`config.mk`:
```
export PLATFORM = sky130hd
export DESIGN_NAME = alsu_param
export DESIGN_NICKNAME = d
export VERILOG_FILES = /design/src/rtl/alsu_param.sv
export SDC_FILE = /design/constraint.sdc
export NUM_CORES = 1
export LEC_CHECK = 0
export CORE_MARGIN = 4
export CORE_UTILIZATION = 55
export CTS_BUF_LIST = sky130_fd_sc_hd__clkbuf_8
export CTS_CLUSTER_DIAMETER = 80
export DETAILED_ROUTE_END_ITERATION = 8
export PLACE_DENSITY_LB_ADDON = 0.15
export SYNTH_ARGS = -nofsm -noshare
export SYNTH_HDL_FRONTEND = slang
export SYNTH_SLANG_ARGS = --single-unit
```
`constraint.sdc`:
```
create_clock -name clk -period 7.1 [get_ports clk]
set_clock_uncertainty 0.1 [all_clocks]
set_input_delay 2.13 -clock clk [delete_from_list [all_inputs] [get_ports clk]]
set_output_delay 2.13 -clock clk [all_outputs]
set_load 0.01 [all_outputs]
```
`src/rtl/alsu_param.sv`:
```
// alsu_param: parametrised two-stage ALSU core.
// Stage 1 registers the operation inputs and in_valid; stage 2 computes the
// result from those registers and holds out/invalid until the next accepted
// operation. The leds blink while the last accepted operation was invalid,
// and err_cnt keeps a saturating count of accepted invalid operations.
module alsu_param #(
    parameter int W              = 3,
    parameter     INPUT_PRIORITY = "A",
    parameter bit FULL_ADDER     = 1'b1,
    parameter int LED_W          = 16,
    parameter int BLINK_DIV      = 1,
    parameter int ERR_CNT_W      = 8
) (
    input  logic                    clk,
    input  logic                    rst,
    input  logic                    in_valid,
    input  logic signed [W-1:0]     A,
    input  logic signed [W-1:0]     B,
    input  logic                    cin,
    input  logic                    serial_in,
    input  logic                    red_op_A,
    input  logic                    red_op_B,
    input  logic [2:0]              opcode,
    input  logic                    bypass_A,
    input  logic                    bypass_B,
    input  logic                    direction,
    input  logic                    err_clr,
    output logic signed [2*W-1:0]   out,
    output logic                    out_valid,
    output logic                    invalid,
    output logic [LED_W-1:0]        leds,
    output logic [ERR_CNT_W-1:0]    err_cnt
);

    typedef enum logic [2:0] {
        OP_OR     = 3'd0,
        OP_XOR    = 3'd1,
        OP_ADD    = 3'd2,
        OP_MUL    = 3'd3,
        OP_SHIFT  = 3'd4,
        OP_ROTATE = 3'd5,
        OP_INV6   = 3'd6,
        OP_INV7   = 3'd7
    } opcode_e;

    localparam int OW     = 2 * W;
    localparam bit PRIO_A = (INPUT_PRIORITY == "A");
    localparam int CNT_W  = (BLINK_DIV > 1) ? $clog2(BLINK_DIV) : 1;
    localparam logic [CNT_W-1:0] BLINK_LAST = CNT_W'(BLINK_DIV - 1);

    // Stage 1 registers
    logic [W-1:0]   a_q, b_q;
    logic           cin_q, serial_q, red_a_q, red_b_q;
    logic           byp_a_q, byp_b_q, dir_q, err_clr_q, valid_q;
    opcode_e        opcode_q;

    // Stage 2 registers and next-state
    logic [OW-1:0]        out_q, out_d;
    logic                 out_valid_q, invalid_q;
    logic [LED_W-1:0]     leds_q;
    logic [CNT_W-1:0]     blink_cnt_q;
    logic [ERR_CNT_W-1:0] err_q;
    logic                 invalid_op;

    logic [OW-1:0] a_ext, b_ext, cin_ext;
    logic          use_a_red, use_a_byp, cin_eff;

    assign a_ext     = {{W{a_q[W-1]}}, a_q};
    assign b_ext     = {{W{b_q[W-1]}}, b_q};
    assign cin_eff   = FULL_ADDER ? cin_q : 1'b0;
    assign cin_ext   = {{(OW-1){1'b0}}, cin_eff};
    // When both selects are set, the priority operand wins.
    assign use_a_red = red_a_q && (PRIO_A || !red_b_q);
    assign use_a_byp = byp_a_q && (PRIO_A || !byp_b_q);

    // Stage 1: capture every operation input together with its qualifier.
    // err_clr travels with the operation so a clear and an invalid op
    // presented in the same cycle meet at the same err_cnt update.
    always_ff @(posedge clk or posedge rst) begin
        if (rst) begin
            a_q       <= '0;
            b_q       <= '0;
            cin_q     <= 1'b0;
            serial_q  <= 1'b0;
            red_a_q   <= 1'b0;
            red_b_q   <= 1'b0;
            opcode_q  <= OP_OR;
            byp_a_q   <= 1'b0;
            byp_b_q   <= 1'b0;
            dir_q     <= 1'b0;
            err_clr_q <= 1'b0;
            valid_q   <= 1'b0;
        end else begin
            // NOTE: non-blocking assignments so every flop samples the pre-edge values.
            a_q       <= A;
            b_q       <= B;
            cin_q     <= cin;
            serial_q  <= serial_in;
            red_a_q   <= red_op_A;
            red_b_q   <= red_op_B;
            opcode_q  <= opcode_e'(opcode);
            byp_a_q   <= bypass_A;
            byp_b_q   <= bypass_B;
            dir_q     <= direction;
            err_clr_q <= err_clr;
            valid_q   <= in_valid;
        end
    end

    // Stage 2 combinational: classify the op and compute the next result.
    always_comb begin
        // NOTE: defaults first so no path through this block infers a latch.
        out_d      = '0;
        invalid_op = (opcode_q == OP_INV6) || (opcode_q == OP_INV7) ||
                     ((red_a_q || red_b_q) && (opcode_q != OP_OR) && (opcode_q != OP_XOR));
        if (invalid_op) begin
            out_d = '0;
        end else if (byp_a_q || byp_b_q) begin
            out_d = use_a_byp ? a_ext : b_ext;
        end else begin
            unique case (opcode_q)
                OP_OR: begin
                    if (red_a_q || red_b_q)
                        out_d = {{(OW-1){1'b0}}, (use_a_red ? |a_q : |b_q)};
                    else
                        out_d = {{W{1'b0}}, a_q | b_q};
                end
                OP_XOR: begin
                    if (red_a_q || red_b_q)
                        out_d = {{(OW-1){1'b0}}, (use_a_red ? ^a_q : ^b_q)};
                    else
                        out_d = {{W{1'b0}}, a_q ^ b_q};
                end
                OP_ADD:    out_d = a_ext + b_ext + cin_ext;
                // Low 2W bits of the sign-extended product are the exact signed product.
                OP_MUL:    out_d = a_ext * b_ext;
                OP_SHIFT:  out_d = dir_q ? {out_q[OW-2:0], serial_q}
                                         : {serial_q, out_q[OW-1:1]};
                OP_ROTATE: out_d = dir_q ? {out_q[OW-2:0], out_q[OW-1]}
                                         : {out_q[0], out_q[OW-1:1]};
                default:   out_d = '0;
            endcase
        end
    end

    // Stage 2 register: out and invalid only move on an accepted op.
    always_ff @(posedge clk or posedge rst) begin
        if (rst) begin
            out_q       <= '0;
            out_valid_q <= 1'b0;
            invalid_q   <= 1'b0;
        end else begin
            out_valid_q <= valid_q;
            if (valid_q) begin
                out_q     <= out_d;
                invalid_q <= invalid_op;
            end
        end
    end

    // LED blinker: cleared by a valid op, free-running divider while invalid.
    // A further invalid op while already invalid keeps the current phase.
    always_ff @(posedge clk or posedge rst) begin
        if (rst) begin
            leds_q      <= '0;
            blink_cnt_q <= '0;
        end else if (valid_q && !invalid_op) begin
            leds_q      <= '0;
            blink_cnt_q <= '0;
        end else if (invalid_q) begin
            if (blink_cnt_q == BLINK_LAST) begin
                leds_q      <= ~leds_q;
                blink_cnt_q <= '0;
            end else begin
                blink_cnt_q <= blink_cnt_q + 1'b1;
            end
        end
    end

    // Saturating invalid-op counter; a clear beats a simultaneous increment.
    always_ff @(posedge clk or posedge rst) begin
        if (rst) begin
            err_q <= '0;
        end else if (err_clr_q) begin
            err_q <= '0;
        end else if (valid_q && invalid_op && (err_q != '1)) begin
            err_q <= err_q + 1'b1;
        end
    end

    assign out       = out_q;
    assign out_valid = out_valid_q;
    assign invalid   = invalid_q;
    assign leds      = leds_q;
    assign err_cnt   = err_q;

endmodule

```
# Yosys cells after proc, flatten, opt, wreduce, memory -nomap -nowiden
# Index checks and enable logic that the tools add are counted.
# Widths: inputs -> output; s select.
# classes
add_sub_neg,4
mul,1
n_eq_ne,10
mux,18
n_bitwise,3
n_reduce_logical,19
# ops
operator,n
$mux 16,3
$pmux 6 s6,1
$mux 6,5
$mux 8,2
$not 16->16,1
$eq 3x3->1 const B,4
$add 8x1->8 const B,1
$ne 8x8->1 const B,1
$eq 3x2->1 const B,2
$mul 3x3->6,1
$mux 3,2
$reduce_or 3->1,2
$reduce_xor 3->1,2
$add 4x2->5,1
$logic_and 1x1->1,5
$mux 1,5
$add 3x3->4,1
$logic_or 1x1->1,4
$reduce_bool 2->1,2
$eq 3x1->1 const B,1
$logic_not 3->1,1
$ne 3x1->1 const B,1
$or 3x3->3,1
$reduce_bool 3->1,1
other kinds (5),5
# totals
register_bits,51
inputBits,20
out_inout_bits,32
word_cells,73

# Depth between registers and ports, before layout
# logic_depth
depth_word,8
depth_mapped,12
ltp_nobuf,12

# Worst setup path before layout
# OpenSTA, ideal clock, no wires.
# synth_timing
path_type,reg-to-reg
startpoint,reg a_q[2]
endpoint,"reg out_q[5], in the netlist out[5]"
setup_time_ns,0.133
arrival_ns,2.716
required_time_ns,6.867
path_slack_ns,4.151
stages_incl_launch_ff,11
period_less_slack_ns,2.949
path_cell_list,dfrtp_1 > nand2_1 > fa_1 > inv_1 > ha_1 > ha_1 > fa_1 > xnor3_1 > xor2_1 > a221oi_1 > o22ai_1
# synth_between
elab_chain_len,5
# synth_rtl
item,line,source
from (decl),52,"logic [W-1:0] a_q, b_q;"
from (signal assigned),81,a_q <= '0;
from (signal assigned),95,a_q <= A;
$add 3x3->4,134,OP_ADD: out_d = a_ext + b_ext + cin_ext;
$add 4x2->5,134,
$pmux 6 s6,121,unique case (opcode_q)
$mux 6 *,118,end else if (byp_a_q || byp_b_q) begin
$mux 6 *,116,if (invalid_op) begin
to (signal assigned),155,out_q <= out_d;
to (decl),58,"logic [OW-1:0] out_q, out_d;"
# Mark *: on every way between the ends. The rest lies on a longest branch, timed or not.
# A chain may end at the register's enable or synchronous reset.

# Worst setup path after layout
# layout_timing
startpoint,"reg invalid_q, in the netlist invalid"
endpoint,out invalid
# layout_lines
item,line,source
from (decl),59,"logic out_valid_q, invalid_q;"
from (signal assigned),156,invalid_q <= invalid_op;
to (decl),30,"output logic invalid,"
# No word-level cell between the ends.

==> impl_metrics.json <==
{
  "outcome": "finished, final reports clean",
  "clk_pin_slew_ns": 0.09,
  "gr-total-overflow": 0,
  "ctsHoldBuffers": 0,
  "gp_congestion": 0.830,
  "postRouteAntennaNets": 0,
  "clock_path_buffers": 2,
  "cts_setup_buffers": 0,
  "cts_root_buf": "clkbuf_8",
  "synth_cell_types": 48,
  "clk_latency_ns": 0.30,
  "fp.dieH_microns": 78.6,
  "wl_microns": 5020,
  "numClockSinks": 50,
  "dp_worst_setup_slack_ns": 3.30,
  "grt_max_degree": 51,
  "syn_nets": 300,
  "period_minus_slack_ns": 4.12,
  "drv_cap": 0,
  "syn_area_per_cell_sq_um": 10.7,
  "ys_ff_latch": 50,
  "maxSlewHeadroom": 0.350,
  "cts_resized": 0,
  "dieArea_sq_um": 6170,
  "htreeDepth": 2,
  "max_stage_delay_ns": 0.89,
  "diodes": 0,
  "mostFrequentLayoutCell": "clkdlybuf4s50_1",
  "critPathKind": "reg2out",
  "leakage_nw": 1.45,
  "hp-class": "reg2reg",
  "hpwlAfterDp_microns": 3760,
  "path_buf_inv": 1,
  "finalSetupViolCount": 0,
  "finalPower_mw": 0.827,
  "syn_inst": 257,
  "cts_tree": "done",
  "ir_drop_uv": 211,
  "worst_slack_ns": 2.98,
  "wire_per_inst_microns": 13.5,
  "die_w_microns": 78.6,
  "vias": 1930,
  "finalSetupTns_ns": 0,
  "fin_nets": 347,
  "antenna_found_initial": 0,
  "rsz0062_at_grt": "no",
  "drive_gt1_frac": 0.0492,
  "syn2layout_area_growth_pct": 22.6,
  "drv_slew": 0,
  "fp.coreArea_sq_um": 4790,
  "cellPowerDensity_nw_per_um2": 246,
  "cp-end-kind": "primary output",
  "crit_family": "flip-flops",
  "first_pass_iters": 4,
  "yosysSeqAreaShare": 0.457,
  "max_freq_mhz": 243,
  "num_rows": 25,
  "drc_errors": 0,
  "worstPathCellList": "clkdlybuf4s50_1",
  "crit_path_max_fanout": 18,
  "port_buffers": 51,
  "cp-start-kind": "flop",
  "start_util": 0.572,
  "finalCritPeriodShare": 0.580,
  "hold_viol": 0,
  "grt_usage": 0.178,
  "cts_buffers": 5,
  "cp_slowest_cell": "dfrtp_1",
  "grt_pass1_wl_microns": 8750,
  "cp_data_required_time_ns": 4.87,
  "worstPathArrival_ns": 1.89,
  "routed_via_density": 5.19,
  "syn-cell-area_sq_um": 2740,
  "final_cell_mix": "51 x clkdlybuf4s50_1, 50 x dfrtp_1, 30 x nor2_1, 23 x inv_1, 18 x xnor2_1",
  "detail_route.iter0.violations": 99,
  "grt_pass1_vias": 1874,
  "num_io_pins": 52,
  "ys_warn_count": 0,
  "worst_pin_slew_ns": 0.974
}
==> final cells by class <==
class                   instances  area, sq um
flip-flops and latches         50         1250
repair buffers                 51          510
clock inverters                 3         17.5
inverters                      23         86.3
well taps                      67         83.8
clock buffers                   5         68.8
fillers                       369         1430
multi-input cells             173         1340
==> worst paths after layout <==
kind / from / end / slack (ns) / cells past startpoint
max: invalid$_DFFE_PP0P_ / invalid / 2.98 / 1
min: err_cnt[5]$_DFFE_PP0P_ / err_cnt[5]$_DFFE_PP0P_ / 0.44 / 1
max reg2reg: a_q[2]$_DFF_PP0_ / out[5]$_DFFE_PP0P_ / 3.91 / 10
min reg2reg: err_cnt[5]$_DFFE_PP0P_ / err_cnt[5]$_DFFE_PP0P_ / 0.44 / 1
max in group asynchronous: rst / b_q[2]$_DFF_PP0_ / 4.03 / 2
min in group asynchronous: rst / leds[1]$_DFFE_PP0P_ / 2.27 / 2
==> metal layers <==
layer / vias up / GRT usage / part of all wire
li1: 965 / - / -
met1: 913 / 0.249 / 0.48
met2: 47 / 0.274 / 0.46
met3: 5 / 0.0459 / 0.054
met4: 0 / 0.0490 / 0.0092
met5: - / 0 / 0
==> per-stage QoR <==
stage / util / hold slack [ns] / instances / area, sq um
final: 0.702 / 0.437 / 372 / 3360
after global routing: 0.702 / 0.474 / 372 / 3360
after CTS: 0.702 / 0.440 / 372 / 3360
after detailed placement: 0.684 / 0.427 / 364 / 3270
after global placement: 0.684 / 0.421 / 364 / 3270
after floorplan: - / 0.333 / 257 / 2740
==> synthesized netlist by cell type (all sizes together) <==
master	number	area share
ha	15	0.069
o2111ai	1	0.0096
nand2	14	0.019
mux2	2	0.0082
nand3	4	0.0073
nor2	30	0.041
nand2b	3	0.0069
dfrtp	50	0.46
nor4	1	0.0023
a2111oi	1	0.0032
a311oi	2	0.0064
fa	8	0.058
clkbuf	1	0.0014
xor2	2	0.0064
a31oi	1	0.0023
a21oi	9	0.016
and3	2	0.0046
mux2i	7	0.026
or3	3	0.0069
a211o	2	0.0069
buf	10	0.021
nand3b	1	0.0027
a221oi	1	0.0032
nor3b	2	0.0055
xnor2	18	0.058
nor3	2	0.0037
xnor3	1	0.0082
or2	1	0.0023
or2b	1	0.0027
nor2b	5	0.011
a21boi	1	0.0041
o41ai	2	0.0064
o211ai	2	0.0073
o22ai	6	0.014
nand4	3	0.012
a22oi	1	0.0027
o21ai	9	0.016
o311ai	2	0.0064
a211oi	6	0.016
inv	23	0.032
nand4b	1	0.0032
a21o	1	0.0027
==> power by group <==
group / leakage, nW / switching, mW / internal [mW]
Sequential: 0.615 / 0.0550 / 0.341
Clock: 0.0493 / 0.0887 / 0.0682
Combinational: 0.783 / 0.110 / 0.164
Total: 1.45 / 0.254 / 0.573
==> state kept, by name, indices dropped and copies added (netlist names), 3 cells and up <==
| register | flops |
|---|---|
| out | 6 |
| a_q | 3 |
| b_q | 3 |
| opcode_q | 3 |
| err_cnt | 8 |
| leds | 16 |
==> cells by family after synthesis <==
group	after synthesis	share of synthesized area
AO/OA/AOI/OAI	47	0.124
multiplexers	9	0.0338
flip-flops	50	0.457
XOR/XNOR	21	0.0722
AND/OR/NAND/NOR	73	0.132
buffers and inverters	34	0.0539
adder cells (fa/ha/maj)	23	0.127
No activity file was read; power rests on OpenSTA's default activity.
